### config.mk
export PLATFORM = sky130hd
export DESIGN_NAME = imem_boot_loader
export DESIGN_NICKNAME = d
export VERILOG_FILES = /design/src/rtl/proc_pkg.sv /design/src/rtl/imem_boot_loader.sv
export SDC_FILE = /design/constraint.sdc
export NUM_CORES = 1
export LEC_CHECK = 0
export BUFFER_PORTS_ARGS = -buffer_cell sky130_fd_sc_hd__buf_4
export CAP_MARGIN = 0
export CORE_MARGIN = 5
export CORE_UTILIZATION = 30
export DETAILED_ROUTE_END_ITERATION = 10
export PLACE_DENSITY = 0.61
export RECOVER_POWER = 100
export SLEW_MARGIN = 20
export SYNTH_ARGS = -nofsm -noshare
export SYNTH_HDL_FRONTEND = slang
export SYNTH_SLANG_ARGS = --single-unit
export TNS_END_PERCENT = 5
### constraint.sdc
create_clock -name clk -period 1.9 [get_ports clk]
set_input_delay 0.285 -clock clk [delete_from_list [all_inputs] [get_ports clk]]
set_output_delay 0.285 -clock clk [all_outputs]
set_load 0.01 [all_outputs]
### src/rtl/proc_pkg.sv
// Shared processor package: boot-loader state type and imem geometry constants.
package proc_pkg;

  localparam int IMEM_ADDR_WIDTH = 8;
  localparam int INSTR_WIDTH     = 32;

  typedef enum logic [2:0] {
    BOOT_IDLE,
    BOOT_LOAD,
    BOOT_CHECK,
    BOOT_RELEASE,
    BOOT_RUN,
    BOOT_ERROR
  } boot_state_e;

endpackage

### src/rtl/imem_boot_loader.sv
// Boot loader: streams an image into instruction memory, then releases the
// core from reset after a short delay. Define IMEM_BOOT_CHECKSUM_EN to make
// the loader expect one trailing checksum word (sum of all image words) and
// refuse to release the core when it does not match.
module imem_boot_loader
  import proc_pkg::*;
#(
  parameter int ADDR_WIDTH    = IMEM_ADDR_WIDTH,
  parameter int DATA_WIDTH    = INSTR_WIDTH,
  parameter int RELEASE_DELAY = 4
) (
  input  logic                  clk,
  input  logic                  reset,
  input  logic                  start,
  input  logic [ADDR_WIDTH:0]   word_count,
  input  logic                  s_valid,
  input  logic [DATA_WIDTH-1:0] s_data,
  output logic                  s_ready,
  output logic                  imem_we,
  output logic [ADDR_WIDTH-1:0] imem_addr,
  output logic [DATA_WIDTH-1:0] imem_wdata,
  output logic                  core_resetn,
  output logic                  busy,
  output logic                  done,
  output logic                  error
);

  localparam logic [ADDR_WIDTH:0] DEPTH    = {1'b1, {ADDR_WIDTH{1'b0}}};
  localparam logic [ADDR_WIDTH:0] ONE      = {{ADDR_WIDTH{1'b0}}, 1'b1};
  localparam logic [3:0]          REL_LOAD = 4'(RELEASE_DELAY);

  boot_state_e         state;
  logic [ADDR_WIDTH:0] count;
  logic [ADDR_WIDTH:0] wc;
  logic [ADDR_WIDTH:0] count_inc;
  logic [3:0]          rel_cnt;
  logic                hs;
  logic                last_word;
`ifdef IMEM_BOOT_CHECKSUM_EN
  logic [DATA_WIDTH-1:0] sum;
`endif

  // Handshake and end-of-image detection for the current stream beat.
  always_comb begin
    hs        = s_valid & s_ready;
    count_inc = count + ONE;
    last_word = (count_inc == wc);
  end

  // Boot FSM with registered outputs; start is honoured only in IDLE, RUN and ERROR.
  always_ff @(posedge clk or posedge reset) begin
    if (reset) begin
      state       <= BOOT_IDLE;
      count       <= '0;
      wc          <= '0;
      rel_cnt     <= '0;
      s_ready     <= 1'b0;
      imem_we     <= 1'b0;
      imem_addr   <= '0;
      imem_wdata  <= '0;
      core_resetn <= 1'b0;
      busy        <= 1'b0;
      done        <= 1'b0;
      error       <= 1'b0;
`ifdef IMEM_BOOT_CHECKSUM_EN
      sum         <= '0;
`endif
    end else begin
      imem_we <= 1'b0;
      done    <= 1'b0;
      if (start && (state == BOOT_IDLE || state == BOOT_RUN || state == BOOT_ERROR)) begin
        core_resetn <= 1'b0;
        count       <= '0;
        wc          <= word_count;
        rel_cnt     <= REL_LOAD;
`ifdef IMEM_BOOT_CHECKSUM_EN
        sum         <= '0;
`endif
        if (word_count == '0) begin
          state   <= BOOT_RELEASE;
          busy    <= 1'b1;
          error   <= 1'b0;
          s_ready <= 1'b0;
        end else if (word_count > DEPTH) begin
          state   <= BOOT_ERROR;
          busy    <= 1'b0;
          error   <= 1'b1;
          s_ready <= 1'b0;
        end else begin
          state   <= BOOT_LOAD;
          busy    <= 1'b1;
          error   <= 1'b0;
          s_ready <= 1'b1;
        end
      end else begin
        case (state)
          BOOT_LOAD: begin
            if (hs) begin
              imem_we    <= 1'b1;
              imem_addr  <= count[ADDR_WIDTH-1:0];
              imem_wdata <= s_data;
              count      <= count_inc;
`ifdef IMEM_BOOT_CHECKSUM_EN
              sum        <= sum + s_data;
              if (last_word) begin
                state <= BOOT_CHECK;
              end
`else
              if (last_word) begin
                s_ready <= 1'b0;
                state   <= BOOT_RELEASE;
                rel_cnt <= REL_LOAD;
              end
`endif
            end
          end
`ifdef IMEM_BOOT_CHECKSUM_EN
          BOOT_CHECK: begin
            if (hs) begin
              s_ready <= 1'b0;
              if (s_data == sum) begin
                state   <= BOOT_RELEASE;
                rel_cnt <= REL_LOAD;
              end else begin
                state <= BOOT_ERROR;
                error <= 1'b1;
                busy  <= 1'b0;
              end
            end
          end
`endif
          BOOT_RELEASE: begin
            // Leaving on the count of one makes the core see reset exactly
            // RELEASE_DELAY cycles after the last write.
            if (rel_cnt <= 4'd1) begin
              state       <= BOOT_RUN;
              core_resetn <= 1'b1;
              done        <= 1'b1;
              busy        <= 1'b0;
            end else begin
              rel_cnt <= rel_cnt - 4'd1;
            end
          end
          default: ;
        endcase
      end
    end
  end

endmodule

==> results of run 1 <==
==> through the flow <==
stage / utilization / hold WS, ns / instance area (um^2) / TNS, ns / setup WS (ns)
4_1_cts: 0.410 / 0.0127 / 4410 / -0.106 / -0.0307
5_1_grt: 0.396 / 0.0972 / 4260 / -0.425 / -0.0835
3_5_place_dp: 0.393 / 0.405 / 4220 / -0.0796 / -0.0241
6_report: 0.396 / 0.117 / 4260 / 0 / 0.0169
3_3_place_gp: 0.393 / 0.393 / 4220 / -0.00571 / -0.00571
2_1_floorplan: - / 0.390 / 3260 / 0 / 0.0162
==> final cells by class <==
class,count,area (um^2),share of cell area
sequential,71,1780,0.417
tap,140,175,0.0411
timing repair buffer,111,663,0.156
inverter,8,31.3,0.00735
clock buffer,10,138,0.0323
multi-input combinational,255,1440,0.338
clock inverter,6,36.3,0.00852
==> placed cells by master (no fill, tap or decap), drive strengths merged, types with 3 or more instances in the layout <==
| cell type | netlist | routed |
|---|---|---|
| ha | 5 | 5 |
| nor2 | 14 | 14 |
| clkbuf | 6 | 62 |
| clkinv | 0 | 5 |
| nand3 | 6 | 6 |
| nand2 | 137 | 137 |
| xor2 | 5 | 5 |
| nand4 | 3 | 3 |
| nor4 | 4 | 4 |
| o31ai | 5 | 5 |
| and2 | 3 | 3 |
| mux2i | 3 | 3 |
| dfrtp | 71 | 71 |
| buf | 12 | 59 |
| o21ai | 20 | 20 |
| xnor2 | 10 | 10 |
| inv | 8 | 7 |
| mux2 | 10 | 10 |
| a21oi | 11 | 11 |
==> power groups by stage <==
| stage | sequential (W) | combinational [W] | clock [W] |
|---|---|---|---|
| global route | 0.00151 | 0.000129 | 0.00119 |
| global placement | 0.00154 | 0.000119 | 0 |
| detailed placement | 0.00154 | 0.000122 | 0 |
| CTS | 0.00151 | 0.000122 | 0.00113 |
| finish | 0.00151 | 0.000112 | 0.00108 |
| floorplan | 0.00154 | 0.0000281 | 0 |
==> what timing repair did <==
action                     4_1_cts  5_1_grt
pin swaps                        4        6
gates resized for setup          1       12
gates cloned                     0        0
setup endpoints to repair        6        8
setup buffers                    0        1
==> logic make-up after synthesis <==
| group | share of synthesized area |
|---|---|
| compound gates | 0.0853 |
| xor+xnor | 0.0404 |
| mux | 0.0438 |
| fa+ha+maj | 0.0192 |
| simple gates | 0.231 |
| buf+inv | 0.0346 |
| flops | 0.546 |
==> flip-flops by register name (all words and copies together), names as in the netlist <==
name,count
done,1
count,9
imem_we,1
core_resetn,1
wc,9
busy,1
error,1
imem_addr,8
s_ready,1
state,3
rel_cnt,4
imem_wdata,32
==> final timing paths <==
check	slack [ns]	endpoint	depth (start not counted)	start
worst max-delay path	0.02	rel_cnt[2]	7	count[0]
worst min-delay path	0.12	imem_wdata[7]	3	s_data[7]
worst max register to register	0.02	rel_cnt[2]	7	count[0]
worst min register to register	0.47	imem_wdata[18]	2	imem_wdata[18]
max in group asynchronous	0.49	imem_wdata[27]	3	reset
min in group asynchronous	0.17	error	2	reset
==> critical path: stages (launching register included) <==
cell and delay [ns]:
dfrtp_1 0.42, buf_6 0.15, xnor2_2 0.13, a2111oi_2 0.34, and3_1 0.26, nand4_4 0.13, a21oi_4 0.24, a2bb2oi_2 0.15
==> per-layer routing <==
layer  vias to the layer above  share of wire  global-route usage
met2                        70           0.50               0.214
met1                      1316           0.42               0.156
met5                         -              0                   0
met3                        13          0.061              0.0433
met4                         0          0.022              0.0554
li1                       1360              -                   -
==> impl_metrics.tcl, run 1 <==
set metrics [dict create \
    placedCellCount 584 \
    grt_overflow_total 0 \
    synthTopCellsByCount "137 x nand2_1, 71 x dfrtp_1, 13 x nor2_1" \
    hold_buffers 0 \
    synth_top_area_frac 0.546 \
    clock_power_share 0.400 \
    grt_pass1_wl_mm 13.4 \
    syn_inst 352 \
    htree_levels 3 \
    crit_required_ns 2.18 \
    path_max_fanout 6 \
    rows 38 \
    power_switching_w 0.000634 \
    dp_hpwl_mm 5.89 \
    slew_viol_final 0 \
    via_per_inst 4.59 \
    yosysMostFrequentCell "nand2_1" \
    drc 0 \
    antenna_left 0 \
    dieArea_um2 13000 \
    initial_utilization 0.303 \
    yosysTopAreaCell "dfrtp_1" \
    ys_seq_elements 71 \
    portBuffers 90 \
    die_w_um 114 \
    finalCriticalPeriod_ns 1.88 \
    cts-root-buf "clkbuf_8" \
    syn_area_um2 3260 \
    relSlewSlack 0.202 \
    peakVddDrop_mv 0.270 \
    synthFlopType "dfrtp_1" \
    fin_crit_sh 0.991 \
    vias 2759 \
    rsz0062_at_grt "true" \
    cts_tree "built" \
    clock_skew_ns 0.00638 \
    finalSetupViolCount 0 \
    power_frac_comb 0.041 \
    maxCapViolations 0 \
    yosys.cell_types.count 41 \
    p_int_w 0.00207 \
    hp-class "in -> reg" \
    nets 506 \
    p_sw_frac 0.234 \
    grt_antenna_before_repair 0 \
    wire_per_inst_um 13.5 \
    p_seq_frac 0.558 \
    core_area_um2 10700 \
    status "finished clean" \
    layout-drive-gt1-share 0.230 \
    dr.pass1.iters 4 \
    gp_congestion 0.873 \
    fillers 1144 \
    grt_pass1_vias 2799 \
    p_per_area_nw_per_um2 636 \
    track_usage 0.130 \
    ios 91 \
    crit_type "reg -> reg" \
    max_freq_mhz 531 \
    instances_no_fill 601 \
    clock_latency_ns 0.35 \
    critPathCaptureType "register" \
    syn_area_per_cell_um2 9.25 \
    p_leak_nw 2.15 \
    synth_area_leaders "dfrtp_1 55%, nand2_1 16%, xnor2_1 2.7%" \
    synth_edf_count 0 \
    power_w 0.00271 \
    arrival_ns 2.16 \
    syn_to_final_growth_pct 30.8 \
    syn_nets 402 \
    seq_area_frac_synth 0.546 \
    cts_buffers 9 \
    diodes 0 \
    clock_sinks 71 \
    start_kind "register" \
    async_flop_share 1.00 \
    path_clk_slew_ns 0.08 \
    worst_pin_slew_ns 1.19 \
    drtIter0Drc 83 \
    totalWireLength_mm 8.13 \
    die_height_um 114 \
    yosys_warnings 0 \
    timing_hold_violations_final 0 \
    grt_start_max_net_pins 52 \
    cts.path.max_buffers 2 \
]
(Power assumes the default switching activity.)
==> inputs of run 2 (changes only) <==
- RECOVER_POWER: 100 -> default
==> impl_metrics.tcl, run 2 (synthesized netlist as in run 1, its figures left out) <==
set metrics [dict create \
    path_clk_slew_ns 0.08 \
    relSlewSlack 0.587 \
    critPathCaptureType "register" \
    max_freq_mhz 531 \
    grt-busiest-layer "met2" \
    rr_worst_depth 7 \
    cts.path.max_buffers 2 \
    maxCapViolations 0 \
    p_int_w 0.00208 \
    portBuffers 90 \
    grt_pass1_wl_mm 13.4 \
    grt_util_met1 0.156 \
    via_per_inst 4.58 \
    post-route-util 0.416 \
    gr-usage-met3 0.0433 \
    cts-root-buf "clkbuf_8" \
    power_switching_w 0.000637 \
    cts_tree "built" \
    fillers 1102 \
    timing_hold_violations_final 0 \
    finalSetupViolCount 0 \
    clock_power_share 0.400 \
    htree_levels 3 \
    final_cell_mix "137 x nand2_1, 107 x buf_4, 71 x dfrtp_1" \
    dp_slack_ns -0.0241 \
    arrival_ns 2.16 \
    hp-class "in -> async" \
    crit_type "reg -> reg" \
    p_per_area_nw_per_um2 607 \
    layout_commonest_cell "nand2_1" \
    clock_sinks 71 \
    gp_congestion 0.873 \
    worst_pin_slew_ns 0.618 \
    syn_to_final_growth_pct 37.4 \
    crit_required_ns 2.18 \
    power_frac_comb 0.043 \
    path_max_fanout 6 \
    peakVddDrop_mv 0.270 \
    antenna_left 0 \
    fin_crit_sh 0.991 \
    status "finished clean" \
    track_usage 0.130 \
    diodes 0 \
    dr.pass1.iters 4 \
    rows 38 \
    p_leak_nw 2.36 \
    clock_latency_ns 0.35 \
    grt_overflow_total 0 \
    grt_antenna_before_repair 0 \
    largest-register "imem_wdata" \
    initial_utilization 0.303 \
    vias 2753 \
    rsz0062_at_grt "true" \
    core_area_um2 10700 \
    wire_per_inst_um 13.6 \
    power_w 0.00272 \
    dieArea_um2 13000 \
    die_w_um 114 \
    tns_ns 0 \
    cts_buffers 9 \
    die_height_um 114 \
    p_sw_frac 0.235 \
    start_kind "register" \
    finalCriticalPeriod_ns 1.88 \
    grt_start_max_net_pins 52 \
    clock_skew_ns 0.00642 \
    fin_ws_ns 0.0162 \
    grt_pass1_vias 2799 \
    ios 91 \
    use_met2 0.214 \
    drc 0 \
    largest_reg_flops 32 \
    layout-drive-gt1-share 0.332 \
    p_seq_frac 0.557 \
    nets 506 \
    totalWireLength_mm 8.19 \
    hold_buffers 0 \
    reg_top3 "imem_wdata x32, count x9, wc x9" \
    drtIter0Drc 87 \
    dp_hpwl_mm 5.89 \
    slew_viol_final 0 \
]
==> run 2: cell type report <==
cell class | instances | area, um^2 | share of cell area
Sequential cell | 71 | 1780 | 0.397
Inverter | 8 | 33.8 | 0.00755
Multi-Input combinational cell | 255 | 1440 | 0.321
Clock inverter | 6 | 36.3 | 0.00811
Timing Repair Buffer | 111 | 875 | 0.196
Clock buffer | 10 | 138 | 0.0308
Tap cell | 140 | 175 | 0.0392
==> run 2: per-layer routing <==
| layer | wire (um) | vias to the layer above |
|---|---|---|
| met5 | 0 | - |
| met4 | 180 | 0 |
| met3 | 535 | 13 |
| met2 | 4060 | 71 |
| met1 | 3410 | 1316 |
| li1 | - | 1353 |
==> run 2: power groups by stage <==
stage	Sequential [W]	Combinational [W]	Clock, W
2_1_floorplan	0.00154	0.0000281	0
4_1_cts	0.00151	0.000122	0.00113
5_1_grt	0.00151	0.000134	0.00119
3_5_place_dp	0.00154	0.000122	0
6_report	0.00151	0.000118	0.00109
3_3_place_gp	0.00154	0.000119	0
==> run 2: per-stage QoR <==
step | cell area [um^2] | std cells | hold slack (ns)
after global routing | 4470 | 601 | 0.0475
final | 4470 | 601 | 0.00534
after floorplan | 3260 | 352 | 0.390
after detailed placement | 4220 | 584 | 0.405
after global placement | 4220 | 584 | 0.393
after CTS | 4410 | 600 | 0.0127
==> run 2: what timing repair did <==
action	CTS	global route
gates resized for setup	1	12
pin swaps	4	6
endpoints found under the hold margin	0	0
setup endpoints to repair	6	8
buffers inserted	0	1
==> run 2: final timing paths <==
path | from | to | slack, ns
max | count[0] | rel_cnt[2] | 0.02
min | reset | error | 0.005
max reg2reg | count[0] | rel_cnt[2] | 0.02
min reg2reg | imem_wdata[18] | imem_wdata[18] | 0.48
max in group asynchronous | reset | imem_wdata[25] | 1.26
min in group clk | s_data[7] | imem_wdata[7] | 0.12
==> run 2: worst max-delay path: stages, from the launching register on <==
cell,delay [ns]
dfrtp_1,0.42
buf_6,0.15
xnor2_2,0.13
a2111oi_2,0.34
and3_1,0.26
nand4_4,0.13
a21oi_4,0.25
a2bb2oi_2,0.15
